<file path="config.mk">
export PLATFORM = sky130hd
export DESIGN_NAME = countdown_ctrl
export DESIGN_NICKNAME = d
export VERILOG_FILES = /design/src/rtl/countdown_ctrl.sv
export SDC_FILE = /design/constraint.sdc
export NUM_CORES = 1
export LEC_CHECK = 0
export BUFFER_PORTS_ARGS = -buffer_cell sky130_fd_sc_hd__buf_4
export CAP_MARGIN = 25
export CORE_MARGIN = 4
export CORE_UTILIZATION = 45
export DETAILED_ROUTE_END_ITERATION = 10
export PLACE_DENSITY = 0.59
export SLEW_MARGIN = 20
export SYNTH_ARGS = -nofsm -noshare
export SYNTH_HDL_FRONTEND = slang
export SYNTH_SLANG_ARGS = --single-unit
</file>
<file path="constraint.sdc">
create_clock -name clk -period 4.9 [get_ports clk]
set_clock_uncertainty 0.15 [all_clocks]
set_input_delay 0.245 -clock clk [delete_from_list [all_inputs] [get_ports clk]]
set_output_delay 0.245 -clock clk [all_outputs]
set_load 0.01 [all_outputs]
</file>
<file path="src/rtl/countdown_ctrl.sv">
`default_nettype none
// ============================================================================
// Module   : countdown_ctrl
// Purpose  : Run/pause controller for the 30-second countdown timer.
//            Synchronizes and debounces the raw push-button, turns each
//            press into a one-cycle pulse, and sequences IDLE/RUN/PAUSE/DONE.
//            While running it issues one-cycle count_enable ticks every
//            TICK_DIV clocks toward the downstream BCD counter.
// Ports    : clk          - system clock, rising edge
//            rst_n        - asynchronous reset, active-high (legacy name)
//            in           - raw push-button, active-high, asynchronous
//            done         - counter-at-zero flag from the BCD counter
//            count_enable - one-cycle decrement tick to the counter
//            stateled     - 1 while in RUN
// Revision : 1.0 - initial release
// ============================================================================
module countdown_ctrl #(
  parameter int SAMPLE_DIV   = 100_000,
  parameter int DEBOUNCE_LEN = 4,
  parameter int TICK_DIV     = 100_000_000
) (
  input  logic clk,
  input  logic rst_n,
  input  logic in,
  input  logic done,
  output logic count_enable,
  output logic stateled
);

  localparam int c_samp_w = (SAMPLE_DIV > 1) ? $clog2(SAMPLE_DIV) : 1;
  localparam int c_tick_w = (TICK_DIV > 1) ? $clog2(TICK_DIV) : 1;
  localparam logic [c_samp_w-1:0] c_sample_last = c_samp_w'(SAMPLE_DIV - 1);
  localparam logic [c_tick_w-1:0] c_tick_last   = c_tick_w'(TICK_DIV - 1);

  typedef enum logic [1:0] {
    S_IDLE  = 2'd0,
    S_RUN   = 2'd1,
    S_PAUSE = 2'd2,
    S_DONE  = 2'd3
  } state_t;

  // Two-flop synchronizer for the asynchronous button input.
  logic r_sync1, r_sync2;
  always_ff @(posedge clk or posedge rst_n) begin
    if (rst_n) begin
      r_sync1 <= 1'b0;
      r_sync2 <= 1'b0;
    end else begin
      r_sync1 <= in;
      r_sync2 <= r_sync1;
    end
  end

  // Free-running sample prescaler.
  logic [c_samp_w-1:0] r_samp_cnt;
  logic                w_strobe;
  assign w_strobe = (r_samp_cnt == c_sample_last);

  always_ff @(posedge clk or posedge rst_n) begin
    if (rst_n) begin
      r_samp_cnt <= '0;
    end else if (w_strobe) begin
      r_samp_cnt <= '0;
    end else begin
      r_samp_cnt <= r_samp_cnt + c_samp_w'(1);
    end
  end

  // Debounce shift register; the newest sample enters at bit 0.
  logic [DEBOUNCE_LEN-1:0] r_shift;
  logic [DEBOUNCE_LEN-1:0] w_shift_next;

  generate
    if (DEBOUNCE_LEN > 1) begin : g_shift_multi
      assign w_shift_next = {r_shift[DEBOUNCE_LEN-2:0], r_sync2};
    end else begin : g_shift_single
      assign w_shift_next = r_sync2;
    end
  endgenerate

  logic r_level, r_level_d;
  logic w_press;

  always_ff @(posedge clk or posedge rst_n) begin
    if (rst_n) begin
      r_shift   <= '0;
      r_level   <= 1'b0;
      r_level_d <= 1'b0;
    end else begin
      if (w_strobe) begin
        r_shift <= w_shift_next;
      end
      // Level only changes on a unanimous window; mixed windows hold it.
      if (&r_shift) begin
        r_level <= 1'b1;
      end else if (~|r_shift) begin
        r_level <= 1'b0;
      end
      r_level_d <= r_level;
    end
  end

  // Rising edge of the debounced level only; release produces nothing.
  assign w_press = r_level & ~r_level_d;

  // Run/pause state machine.
  state_t r_state, w_state_next;
  logic   w_tick_clr;

  always_ff @(posedge clk or posedge rst_n) begin
    if (rst_n) begin
      r_state <= S_IDLE;
    end else begin
      r_state <= w_state_next;
    end
  end

  always_comb begin
    w_state_next = r_state;
    w_tick_clr   = 1'b0;
    case (r_state)
      S_IDLE: begin
        if (w_press) begin
          w_state_next = S_RUN;
          w_tick_clr   = 1'b1;
        end
      end
      S_RUN: begin
        // Reaching zero wins over a simultaneous press.
        if (done) begin
          w_state_next = S_DONE;
        end else if (w_press) begin
          w_state_next = S_PAUSE;
        end
      end
      S_PAUSE: begin
        if (w_press) begin
          w_state_next = S_RUN;
        end
      end
      S_DONE: begin
        w_state_next = S_DONE;
      end
      default: begin
        w_state_next = S_IDLE;
      end
    endcase
  end

  // Tick prescaler: advances only in RUN, so a pause keeps the partial second.
  logic [c_tick_w-1:0] r_tick_cnt;
  logic                w_tick_last;
  assign w_tick_last = (r_tick_cnt == c_tick_last);

  always_ff @(posedge clk or posedge rst_n) begin
    if (rst_n) begin
      r_tick_cnt <= '0;
    end else if (w_tick_clr) begin
      r_tick_cnt <= '0;
    end else if (r_state == S_RUN) begin
      if (w_tick_last) begin
        r_tick_cnt <= '0;
      end else begin
        r_tick_cnt <= r_tick_cnt + c_tick_w'(1);
      end
    end
  end

  // Registered outputs. The LED follows the state being entered so it
  // changes on the same edge as the state register.
  logic r_count_en, r_led;
  always_ff @(posedge clk or posedge rst_n) begin
    if (rst_n) begin
      r_count_en <= 1'b0;
      r_led      <= 1'b0;
    end else begin
      r_count_en <= (r_state == S_RUN) && w_tick_last && !done;
      r_led      <= (w_state_next == S_RUN);
    end
  end

  assign count_enable = r_count_en;
  assign stateled     = r_led;

endmodule
`default_nettype wire

</file>
# Yosys cells after proc, flatten, opt, wreduce, memory -nomap -nowiden
# Cells that the tools add are included.
totals:
  inputBits: 4
  output_inout_bits: 2
  wordCells: 41
  reg_bits: 56
op_classes:
  muxes: 12
  n_bitwise: 2
  n_addsub: 2
  n_reduce_logical: 8
  n_eq_ne: 7
op_table:
  columns: ["operator", "count"]
  rows:
  - ["2-to-1 mux 27 bit", 3]
  - ["adder 27 x 1 -> 27 bit (second input constant)", 1]
  - ["equality test 27 bit (second input constant)", 1]
  - ["adder 17 x 1 -> 17 bit (second input constant)", 1]
  - ["equality test 17 bit (second input constant)", 1]
  - ["2-to-1 mux 17 bit", 1]
  - ["2-to-1 mux 2 bit", 3]
  - ["one-hot mux 2 bit (3 select lines)", 1]
  - ["equality test 2 x 1 -> 1 bit (second input constant)", 2]
  - ["equality test 2 bit (second input constant)", 2]
  - ["2-to-1 mux 1 bit", 4]
  - ["AND reduction 4 bit", 1]
  - ["OR reduction 4 bit", 1]
  - ["logical AND 1 bit", 2]
  - ["logical NOT 2 bit", 1]
  - ["!= test 2 bit (second input constant)", 1]
  - ["nonzero test 2 bit", 1]
  - ["OR reduction 2 bit", 1]
  - ["bitwise AND 1 bit", 1]
  - ["logical NOT 1 bit", 1]
  - ["inverter 1 bit", 1]

# Depth between registers and ports, before layout
# Gate-level depths: netlist (run 1).
logic_depth:
  depth_word: 6
  depth_mapped: 8
  ltp_nobuf: 6

# Worst setup path before layout (run 1)
# No wires, ideal clock.
synth_timing:
  path_type: "reg2reg"
  from: "register r_samp_cnt[0]"
  to: "register r_shift[1]"
  arrival_time_ns: 1.850
  path_stages_with_launch: 8
  required_time_ns: 4.625
  setup_slack_ns: 2.775
  cell_sequence: "dfrtp_1 ha_1 and4_1 and2_1 and4_1 clkbuf_1 clkbuf_1 mux2_2"
synth_via:
  elab_chain_len: 1
synth_rtl:
  columns: ["element", "line_no", "text"]
  rows:
  - ["start, declared", "55", "logic [c_samp_w-1:0] r_samp_cnt;"]
  - ["start signal, assigned", "65", "r_samp_cnt <= r_samp_cnt + c_samp_w'(1);"]
  - ["equality test 17 bit", "57", "assign w_strobe = (r_samp_cnt == c_sample_last);"]
  - ["end signal, assigned", "91", "r_shift <= w_shift_next;"]
  - ["end, declared", "70", "logic [DEBOUNCE_LEN-1:0] r_shift;"]
# No other way between the ends.
# A chain may end at the register's enable or synchronous reset.

# Worst setup path in the final report (run 1)
layout_timing:
  from: "register r_tick_cnt[0]"
  to: "register r_tick_cnt[4]"
layout_via:
  elab_chain_len: 4
  word_cells_on_any_way: 5
  classes_between: "add/sub (1); eq/ne (1); mux (3)"
layout_rtl:
  columns: ["element", "line_no", "text"]
  rows:
  - ["start, declared", "151", "logic [c_tick_w-1:0] r_tick_cnt;"]
  - ["start signal, assigned", "164", "r_tick_cnt <= r_tick_cnt + c_tick_w'(1);"]
  - ["adder 27 x 1 -> 27 bit or equality test 27 bit (tied branches)", "164, 153", null]
  - ["2-to-1 mux 27 bit *", "161", "if (w_tick_last) begin"]
  - ["2-to-1 mux 27 bit *", "160", "end else if (r_state == S_RUN) begin"]
  - ["2-to-1 mux 27 bit *", "158", "end else if (w_tick_clr) begin"]
# Mark *: on every way between the ends. The rest lies on a longest branch, timed or not. The select of a mux whose other input is x is not followed.

==> results of run 1 <==
==> power by group through the flow <==
stage / registers (mW) / clock network, mW / logic, mW
after floorplan: 0.472 / 0 / 0.00695
after global placement: 0.472 / 0 / 0.0123
after detailed placement: 0.472 / 0 / 0.0124
after CTS: 0.463 / 0.270 / 0.0143
after global routing: 0.463 / 0.291 / 0.0162
final: 0.463 / 0.257 / 0.0133
==> cells in the mapped netlist, types with 3 or more instances <==
| cell type | n |
|---|---|
| dfrtp_1 | 56 |
| xor2_1 | 8 |
| buf_2 | 3 |
| a31oi_1 | 20 |
| nor2_1 | 21 |
| inv_1 | 4 |
| a21oi_1 | 5 |
| and2_1 | 6 |
| and3_1 | 10 |
| mux2_2 | 5 |
| nor4_1 | 3 |
| nand4_1 | 14 |
| nand2_1 | 38 |
| nand3_1 | 16 |
| and4_1 | 9 |
| xnor2_1 | 7 |
| nor3_1 | 4 |
| clkbuf_1 | 9 |
| a41oi_1 | 7 |
| o21ai_0 | 15 |
==> final cells by class <==
class / instances / area (sq um) / area share [%]
Tap cell: 75 / 93.8 / 3.06
Timing Repair Buffer: 13 / 109 / 3.55
Clock buffer: 5 / 68.8 / 2.24
Clock inverter: 3 / 22.5 / 0.734
Sequential cell: 56 / 1400 / 45.7
Multi-Input combinational cell: 220 / 1360 / 44.3
Inverter: 4 / 15.0 / 0.489
==> worst register-to-register path, cell delays in order, from the launching register on <==
cell     delay [ps]
dfrtp_1         440
ha_1            270
nand4_1         150
nor4_1          570
a21oi_2         320
buf_4           300
a41oi_1         230
a31oi_1          60
==> per-stage QoR <==
| step | setup slack [ps] | util, % |
|---|---|---|
| after global routing | 2090 | 50.9 |
| final | 2280 | 50.9 |
| after floorplan | 2780 | - |
| after detailed placement | 2340 | 48.9 |
| after global placement | 2370 | 48.7 |
| after CTS | 2300 | 50.9 |
==> state kept, by name, indices dropped and copies added (netlist names) <==
name and cells:
r_tick_cnt 27, r_samp_cnt 17, r_shift 4, r_state 2, count_enable 1, r_level 1
r_level_d 1, r_sync1 1, r_sync2 1, stateled 1
==> path summary, 6_finish.rpt <==
path                          startpoint        endpoint  depth (start not counted)
max                        r_tick_cnt[0]   r_tick_cnt[4]                          7
min                              r_sync1         r_sync2                          0
max reg2reg                r_tick_cnt[0]   r_tick_cnt[4]                          7
min reg2reg                      r_sync1         r_sync2                          0
max in group asynchronous          rst_n  r_tick_cnt[17]                          4
min in group asynchronous          rst_n   r_samp_cnt[6]                          4
==> metal layers <==
layer	GRT usage, %	routed length [um]	up-vias
met5	0	0	-
met4	4.60	43	0
met3	3.39	209	4
met2	25.7	2620	40
met1	22.6	2850	1058
li1	-	-	1121
==> kinds of logic (layout without fill, tap and decap cells) <==
| group | Yosys count | count (layout) | share of synthesized area [%] |
|---|---|---|---|
| and+or+nand+nor | 133 | 133 | 25.0 |
| AOI/OAI and AO/OA | 64 | 64 | 14.9 |
| DFF | 56 | 56 | 49.2 |
| buffers and inverters | 18 | 25 | 3.03 |
| xor gates and xnor gates | 15 | 15 | 4.62 |
| muxes | 6 | 6 | 2.33 |
| adders and majority gates | 2 | 2 | 0.879 |
==> placed cells by master (no fill, tap or decap), types with 9 or more instances in the layout <==
master   count
a31oi_1     20
and3_1      10
and4_1       9
buf_4        9
dfrtp_1     56
nand2_1     38
nand3_1     16
nand4_1     14
nor2_1      21
o21ai_0     15
==> reports/results.ini, run 1 <==
[worst_setup_path]
cp_max_fo = 23
path_cells = ha_1 > nand4_1 > nor4_1 > a21oi_2 > buf_4 > a41oi_1 > a31oi_1
end_kind = register
cp_slowest_cell = nor4_1
reg2reg_setup_slack_ps = 2280
crit_type = reg -> reg
worstPathRequired_ps = 4930
slowest_delay_ps = 570
critPathTopFamily = simple AND/OR/NAND/NOR gates
cp.arrival_ps = 2650
cp-start-kind = register
critPathBufInv = 1

[min_path]
hold_class = reg -> reg

[logic_synthesis]
synth_nets = 300
ys_types = 45
yosysWarnings = 0
synth-edff-count = 0
syn_area_per_cell_sq_um = 9.68
synth-seq-cells = 56
syn_area_sq_um = 2850
synthArstFlopShare_pct = 100
synth_top_area_cell = dfrtp_1
yosysSeqAreaShare_pct = 49.2
yosys-top-cells-area = dfrtp_1 49%, nand2_1 5.0%, a31oi_1 4.4%
netlist_instances = 294
yosysTopAreaCellShare_pct = 49.2
synthFlopType = dfrtp_1

[power]
power.share.clock_pct = 35.1
vdd_drop_max_v = 0.000121
p_sw_uw = 164
cellPowerDensity_nw_per_um2 = 239
share_seq_of_total_power_pct = 63.1
p_leak_nw = 1.34
netSwitchingFraction_pct = 22.4
p_int_uw = 569
power_uw = 734
power_frac_comb_pct = 1.8

[sta]
hold_viol_final = 0
grt_setup_unrepaired = false
period_minus_slack_ps = 2620
setup_violations = 0
fmax_mhz = 381
worstMarginPinSlew_ps = 846
drv_slew = 0
finalSetupTns_ps = 0
period_share_pct = 53.5
maxSlewHeadroom_pct = 43.4
holdWs_ps = 206

[floorplanning]
pin_count = 6
core_sq_um = 6030
fp.dieH_um = 87.5
die-area_sq_um = 7660
num_rows = 28
die_x_um = 87.5
initial_core_util_pct = 47.2

[global_routing]
antenna_found_initial = 0
grt_use_total_pct = 16.2
grt_overflow = 0
grt_pass1_wl_um = 9930
grt_pass1_vias = 2077
grt_max_degree = 57

[clock_network]
post_cts_buffers = 0
clkSlewWorstSetupHoldPaths_ps = 100
clkSinkCount = 56
postCtsHoldBufs = 3
clkLatencyLatePin_ps = 310
cts_tree = done
post_cts_resized = 0
clock_path_buffers = 2
cts_buffers = 5
htreeDepth = 2
cts_root_buf = clkbuf_8

[cells_and_area]
diodes = 0
design_area_sq_um = 3070
fillers = 575
area_delta_synth_final_pct = 7.82
finalNetCount = 306
drive_above_1_share_pct = 9.30
fin_cells = 376

[placement]
dp_hpwl_um = 3880
io_buffer_count = 5
place_area_sq_um = 2950
place_congestion = 0.791
dp_cells = 365

[route]
drt_first_pass_iters = 4
antenna_left = 0
drt_iter0_drc = 139
post_drt_via_cell_ratio = 5.91
num_vias = 2223
drc_errors = 0
wl_um = 5720
wl_per_cell_um = 15.2

[job]
drv_cap = 0

[status]
status = complete, no violations

(Power assumes the default switching activity.)
==> run 2: changes to the inputs <==
- ABC_AREA: not set -> 1
- PLACE_DENSITY: 0.59 -> 0.62
- clock period: 4.9 -> 2.4 ns (I/O delays scaled with it)
==> run 2 against run 1 <==
Worst setup slack worse by 1800 ps. Die area up 13%. Highest routed layer unchanged. Critical endpoint is now r_tick_cnt[10]. Sequential power up 100%. First-iteration DRC count up 10%. Register-to-register slack worse by 1800 ps. Cell count up 42%. Sequential cell count unchanged. Largest cell class is now multi-input combinational cells.
==> reports/results.ini, run 2 <==
[route]
antenna_left = 0  ; unchanged
post_drt_via_cell_ratio = 4.99  ; was 5.91
wl_um = 6780  ; was 5720 um
wl_per_cell_um = 12.7  ; was 15.2 um
num_vias = 2659  ; was 2223
drc_errors = 0  ; unchanged
drt_iter0_drc = 153  ; was 139
drt_first_pass_iters = 5  ; was 4

[cells_and_area]
drive_above_1_share_pct = 13.5  ; was 9.30%
final_common_cell = nand2_1  ; was dfrtp_1
finalNetCount = 442  ; was 306
area_delta_synth_final_pct = 8.59  ; was 7.82%
design_area_sq_um = 3540  ; was 3070 sq um
regMostFlops = r_tick_cnt  ; unchanged
finalCoreUtilization_pct = 51.3  ; was 50.9%
seqCellArea_sq_um = 1400  ; unchanged
largest_reg_flops = 27  ; unchanged
diodes = 0  ; unchanged
multi_input_area_sq_um = 1600  ; was 1360 sq um
fillers = 692  ; was 575
final_cell_mix = 111 x nand2_1, 62 x nor2_1, 56 x dfrtp_1  ; was 56 x dfrtp_1, 38 x nand2_1, 21 x nor2_1
top_regs = r_tick_cnt: 27 flops, r_samp_cnt: 17 flops, r_shift: 4 flops  ; unchanged

[clock_network]
cts_tree = done  ; unchanged
clkLatencyLatePin_ps = 320  ; was 310 ps
cts_buffers = 5  ; unchanged
post_cts_resized = 0  ; unchanged
cts_root_buf = clkbuf_8  ; unchanged
clkSlewWorstSetupHoldPaths_ps = 120  ; was 100 ps
post_cts_buffers = 0  ; unchanged
clkSinkCount = 56  ; unchanged
clock_path_buffers = 2  ; unchanged
htreeDepth = 2  ; unchanged

[worst_setup_path]
cp_max_fo = 15  ; was 23
end_kind = register  ; unchanged
crit_type = reg -> reg  ; unchanged
cp-start-kind = register  ; unchanged
cp.arrival_ps = 1940  ; was 2650 ps
worstPathRequired_ps = 2440  ; was 4930 ps

[floorplanning]
core_sq_um = 6910  ; was 6030 sq um
die_x_um = 93.2  ; was 87.5 um
initial_core_util_pct = 47.2  ; about the same
die-area_sq_um = 8680  ; was 7660 sq um
pin_count = 6  ; unchanged
num_rows = 30  ; was 28
fp.dieH_um = 93.2  ; was 87.5 um

[global_routing]
grt_pass1_vias = 2573  ; was 2077
grt_use_total_pct = 16.9  ; was 16.2%
grt_max_degree = 32  ; was 57
grt_pass1_wl_um = 11800  ; was 9930 um
grt_overflow = 0  ; unchanged
antenna_found_initial = 0  ; unchanged

[sta]
grt_setup_unrepaired = false  ; unchanged
period_minus_slack_ps = 1900  ; was 2620 ps
finalSetupTns_ps = 0  ; unchanged
drv_slew = 0  ; unchanged
worstMarginPinSlew_ps = 607  ; was 846 ps
setup_violations = 0  ; unchanged
hold_viol_final = 0  ; unchanged
fmax_mhz = 527  ; was 381 MHz
maxSlewHeadroom_pct = 59.5  ; was 43.4%
period_share_pct = 79.1  ; was 53.5%

[logic_synthesis]
synth-seq-cells = 56  ; unchanged
yosysTopAreaCellShare_pct = 42.9  ; was 49.2%
syn_area_per_cell_sq_um = 7.73  ; was 9.68 sq um
synth_nets = 428  ; was 300
ys_types = 32  ; was 45
netlist_instances = 422  ; was 294
synth_top_area_cell = dfrtp_1  ; unchanged
yosysMostFrequentCell = nand2_1  ; was dfrtp_1
yosysWarnings = 0  ; unchanged
syn_area_sq_um = 3260  ; was 2850 sq um
synthTopCellsByCount = 111 x nand2_1, 62 x nor2_1, 56 x dfrtp_1, 52 x inv_1, 22 x nand3_1  ; was 56 x dfrtp_1, 38 x nand2_1, 21 x nor2_1, 20 x a31oi_1, 16 x nand3_1
yosysSeqAreaShare_pct = 42.9  ; was 49.2%
synth-edff-count = 0  ; unchanged
synthFlopType = dfrtp_1  ; unchanged
yosys-top-cells-area = dfrtp_1 43%, nand2_1 13%, nor2_1 7.1%  ; was dfrtp_1 49%, nand2_1 5.0%, a31oi_1 4.4%
synthArstFlopShare_pct = 100  ; unchanged

[status]
status = complete, no violations  ; unchanged

[placement]
place_congestion = 0.878  ; was 0.791
io_buffer_count = 5  ; unchanged
place_area_sq_um = 3420  ; was 2950 sq um
dp_hpwl_um = 5100  ; was 3880 um

[job]
drv_cap = 0  ; unchanged

[power]
p_leak_nw = 1.57  ; was 1.34 nW
power_mw = 1.54  ; was 734 uW
vdd_drop_max_v = 0.000350  ; was 0.000121 V
cellPowerDensity_nw_per_um2 = 436  ; was 239 nW/um^2

[min_path]
hold_class = reg -> reg  ; unchanged

==> run 2: worst paths after layout <==
kind / start / end / slack (ps) / cells after the start
min in group asynchronous: rst_n / r_sync2 / 270 / 3
max reg2reg: r_tick_cnt[0] / r_tick_cnt[10] / 500 / 8
min reg2reg: r_sync1 / r_sync2 / 210 / 0
max in group asynchronous: rst_n / r_tick_cnt[2] / 1240 / 4
min: r_sync1 / r_sync2 / 210 / 0
max: r_tick_cnt[0] / r_tick_cnt[10] / 500 / 8
==> run 2: logic make-up (layout without fill, tap and decap cells) <==
family	count (synthesis)	after routing	synth area share (%)
and+or+nand+nor	246	246	35.5
buffers and inverters	61	76	7.90
DFF	56	56	42.9
AOI/OAI and AO/OA	40	40	8.36
xor gates and xnor gates	17	17	4.56
adders and majority gates	2	2	0.767
==> run 2: through the flow <==
step           hold WS [ps]  std cells  setup slack, ps
4_1_cts                 213        533              500
3_3_place_gp           80.7        522              596
6_report                208        533              502
2_1_floorplan          1.43        422              687
3_5_place_dp           83.9        522              521
5_1_grt                 239        533              349
==> run 2: timing repair <==
action / in CTS / in global routing
setup endpoints to repair: 0 / 0
hold endpoints to repair: 28 / 0
hold buffers: 3 / 0
==> run 2: final cells by class <==
| class | count | area share [%] |
|---|---|---|
| tap | 96 | 3.39 |
| sequential | 56 | 39.5 |
| multi-input combinational | 305 | 45.3 |
| timing repair buffer | 12 | 3.11 |
| inverter | 56 | 5.93 |
| clock inverter | 3 | 0.812 |
| clock buffer | 5 | 1.94 |
==> run 2: power breakdown <==
| part | switching, mW | internal, mW | total [mW] | leakage [nW] |
|---|---|---|---|---|
| clock | 0.346 | 0.222 | 0.568 | 0.0511 |
| sequential | 0.000347 | 0.945 | 0.945 | 0.753 |
| combinational | 0.0209 | 0.0100 | 0.0309 | 0.768 |
==> run 2: layer usage <==
layer / wire (um) / part of all wire (%) / GRT usage (%)
met2: 3330 / 49 / 29.6
met3: 211 / 3.1 / 2.41
met1: 3190 / 47 / 21.9
met4: 47 / 0.69 / 4.15
met5: 0 / 0 / 0
==> run 2: worst max-delay path, stage by stage, from the launching register on <==
cell and delay [ps]:
dfrtp_1 490, ha_1 270, nand2_2 100, nor2_4 160, nand3_2 90, inv_2 70
nand3_2 100, nand2_4 250, o21ai_1 110
==> run 3: changes to the inputs <==
- ABC_AREA: 1 -> 0
- PLACE_DENSITY: 0.62 -> 0.59
- clock period: 2.4 -> 1.8 ns (I/O delays scaled with it)
==> run 3 against run 2 <==
The flow now finishes with violations (negative setup slack). Maximum frequency fell by 8.4%. First-iteration DRC count is 12% lower. Non-clock buffer count up 51. Cell count decreased by 20%. Routed wire length down 3.0%. Register-to-register slack worse by 770 ps. Critical path type unchanged. Largest cell class unchanged. Largest power group unchanged.
==> reports/results.ini, run 3 (synthesized netlist as in run 1, its figures left out) <==
[clock_network]
clock_path_buffers = 2  ; unchanged
clkSinkCount = 56  ; unchanged
cts_buffers = 5  ; unchanged
clkSlewWorstSetupHoldPaths_ps = 110  ; was 120 ps
clkLatencyLatePin_ps = 320  ; about the same
cts_root_buf = clkbuf_8  ; unchanged
htreeDepth = 2  ; unchanged
cts_tree = done  ; unchanged

[route]
antenna_left = 0  ; unchanged
wl_um = 6580  ; was 6780 um
post_drt_via_cell_ratio = 5.83  ; was 4.99
drt_iter0_drc = 135  ; was 153
num_vias = 2482  ; was 2659
drt_first_pass_iters = 4  ; was 5
drc_errors = 0  ; unchanged
wl_per_cell_um = 15.4  ; was 12.7 um

[power]
cellPowerDensity_nw_per_um2 = 566  ; was 436 nW/um^2
share_seq_of_total_power_pct = 61.7  ; was 61.2%
power_frac_comb_pct = 2.1  ; was 2.0%
power.share.clock_pct = 36.3  ; was 36.8%
power_mw = 2.04  ; was 1.54 mW
vdd_drop_max_v = 0.000362  ; was 0.000350 V
p_leak_nw = 1.65  ; was 1.57 nW
p_int_mw = 1.56  ; was 1.18 mW
p_sw_uw = 481  ; was 367 uW
netSwitchingFraction_pct = 23.6  ; was 23.8%

[sta]
worstMarginPinSlew_ps = 405  ; was 607 ps
setup_violations = 28  ; was 0
setup_slack_ps = -272  ; was 502 ps
period_minus_slack_ps = 2070  ; was 1900 ps
hold_viol_final = 0  ; unchanged
period_share_pct = 115  ; was 79.1%
grt_setup_unrepaired = true  ; was false
drv_slew = 0  ; unchanged
finalSetupTns_ps = -5930  ; was 0 ps
maxSlewHeadroom_pct = 72.9  ; was 59.5%
fmax_mhz = 483  ; was 527 MHz

[worst_setup_path]
cp.arrival_ps = 2120  ; was 1940 ps
crit_path_start = r_tick_cnt[11]  ; was r_tick_cnt[0]
crit_type = reg -> reg  ; unchanged
end_kind = register  ; unchanged
cp_max_fo = 22  ; was 15
worstPathRequired_ps = 1850  ; was 2440 ps
reg2reg_from = r_tick_cnt[11]  ; was r_tick_cnt[0]
rr_endpoint = r_tick_cnt[20]  ; was r_tick_cnt[10]
cp-start-kind = register  ; unchanged
reg2reg_setup_slack_ps = -270  ; was 500 ps
r2r_cells = 6  ; was 8
cp-endpoint = r_tick_cnt[20]  ; was r_tick_cnt[10]

[global_routing]
grt_busiest_layer = met2  ; unchanged
use_met1_pct = 25.8  ; was 21.9%
grt_overflow = 0  ; unchanged
grt_util_met2_pct = 30.4  ; was 29.6%
met3_usage_pct = 3.20  ; was 2.41%
grt_pass1_vias = 2312  ; was 2573
grt_max_degree = 28  ; was 32
grt_use_total_pct = 18.7  ; was 16.9%
antenna_found_initial = 0  ; unchanged
grt_pass1_wl_um = 11200  ; was 11800 um

[placement]
place_congestion = 0.817  ; was 0.878
dp_hpwl_um = 4670  ; was 5100 um
dp_cells = 413  ; was 522
io_buffer_count = 5  ; unchanged

[floorplanning]
initial_core_util_pct = 47.2  ; about the same
core_sq_um = 6030  ; was 6910 sq um
fp.dieH_um = 87.5  ; was 93.2 um
pin_count = 6  ; unchanged
die_x_um = 87.5  ; was 93.2 um
num_rows = 28  ; was 30
die-area_sq_um = 7660  ; was 8680 sq um

[cells_and_area]
largest_reg_flops = 27  ; unchanged
diodes = 0  ; unchanged
area_delta_synth_final_pct = 26.7  ; was 8.59%
fillers = 494  ; was 692
seqCellArea_sq_um = 1400  ; unchanged
top_regs = r_tick_cnt: 27 flops, r_samp_cnt: 17 flops, r_shift: 4 flops  ; unchanged
fin_cells = 426  ; was 533
finalNetCount = 356  ; was 442
drive_above_1_share_pct = 28.5  ; was 13.5%
multi_input_area_sq_um = 1500  ; was 1600 sq um
regMostFlops = r_tick_cnt  ; unchanged
final_cell_mix = 56 x dfrtp_1, 56 x buf_4, 36 x nand2_1  ; was 111 x nand2_1, 62 x nor2_1, 56 x dfrtp_1

[job]
drv_cap = 0  ; unchanged

[min_path]
hold_class = in -> async  ; was reg -> reg

[status]
violations = negative setup slack
status = finished with violations  ; was complete, no violations

-- run 3: changes by cell type in the layout (fill, tap and decap cells not counted), moves of 10 or more --
cell / previous run / this run
a31oi_1: 1 / 18
and3_1: 0 / 10
buf_4: 8 / 56
inv_1: 51 / 3
nand2_1: 111 / 36
nor2_1: 62 / 21
-- run 3: layout make-up --
class	instances	area share [%]
repair buffers	63	14.0
clock inverters	3	0.728
clock buffers	5	1.91
inverters	4	0.416
flip-flops and latches	56	38.8
multi-input cells	220	41.5
well taps	75	2.60
-- run 3: metrics by stage --
stage	instance area, sq um	util (%)	hold slack (ps)	setup slack, ps
final	3610	59.9	157	-272
after global placement	3320	55.0	-45.9	-275
after CTS	3530	58.6	160	-271
after global routing	3610	59.9	200	-367
after floorplan	2850	-	-28.6	-279
after detailed placement	3320	55.0	-35.5	-339
-- run 3: worst max-delay path: stages, from the launching register on --
cell     delay [ps]
dfrtp_1         400
or4_4           550
nor4_4          310
a21oi_2         110
buf_6           190
a31oi_2         170
a31oi_1          70
-- run 3: how the worst min path moves through the flow --
stage,startpoint,end,slack (ps),cells past startpoint
after floorplan,in,r_sync1,-30,0
after global placement,rst_n,r_samp_cnt[5],-50,2
after detailed placement,rst_n,r_samp_cnt[5],-40,2
after CTS,rst_n,r_samp_cnt[5],160,3
after global routing,rst_n,r_samp_cnt[5],200,3
final,rst_n,r_samp_cnt[11],160,3
-- run 3: timing repair --
item,CTS,global route
hold endpoints to repair,61,0
pin swaps,1,4
resized for setup,26,12
setup endpoints to repair,32,32
hold buffers,3,0
setup buffers,0,2
-- run 3: layer usage --
layer  vias up  wire (um)
met1      1220       3100
met5         -          0
met3         7        186
li1       1211          -
met4         0         71
met2        44       3220
-- run 3: power groups by stage --
stage          combinational [mW]  clock (mW)  sequential, mW
6_report                   0.0425       0.741            1.26
5_1_grt                    0.0497       0.815            1.26
4_1_cts                    0.0448       0.763            1.26
3_5_place_dp               0.0397           0            1.28
3_3_place_gp               0.0387           0            1.28
2_1_floorplan              0.0189           0            1.28
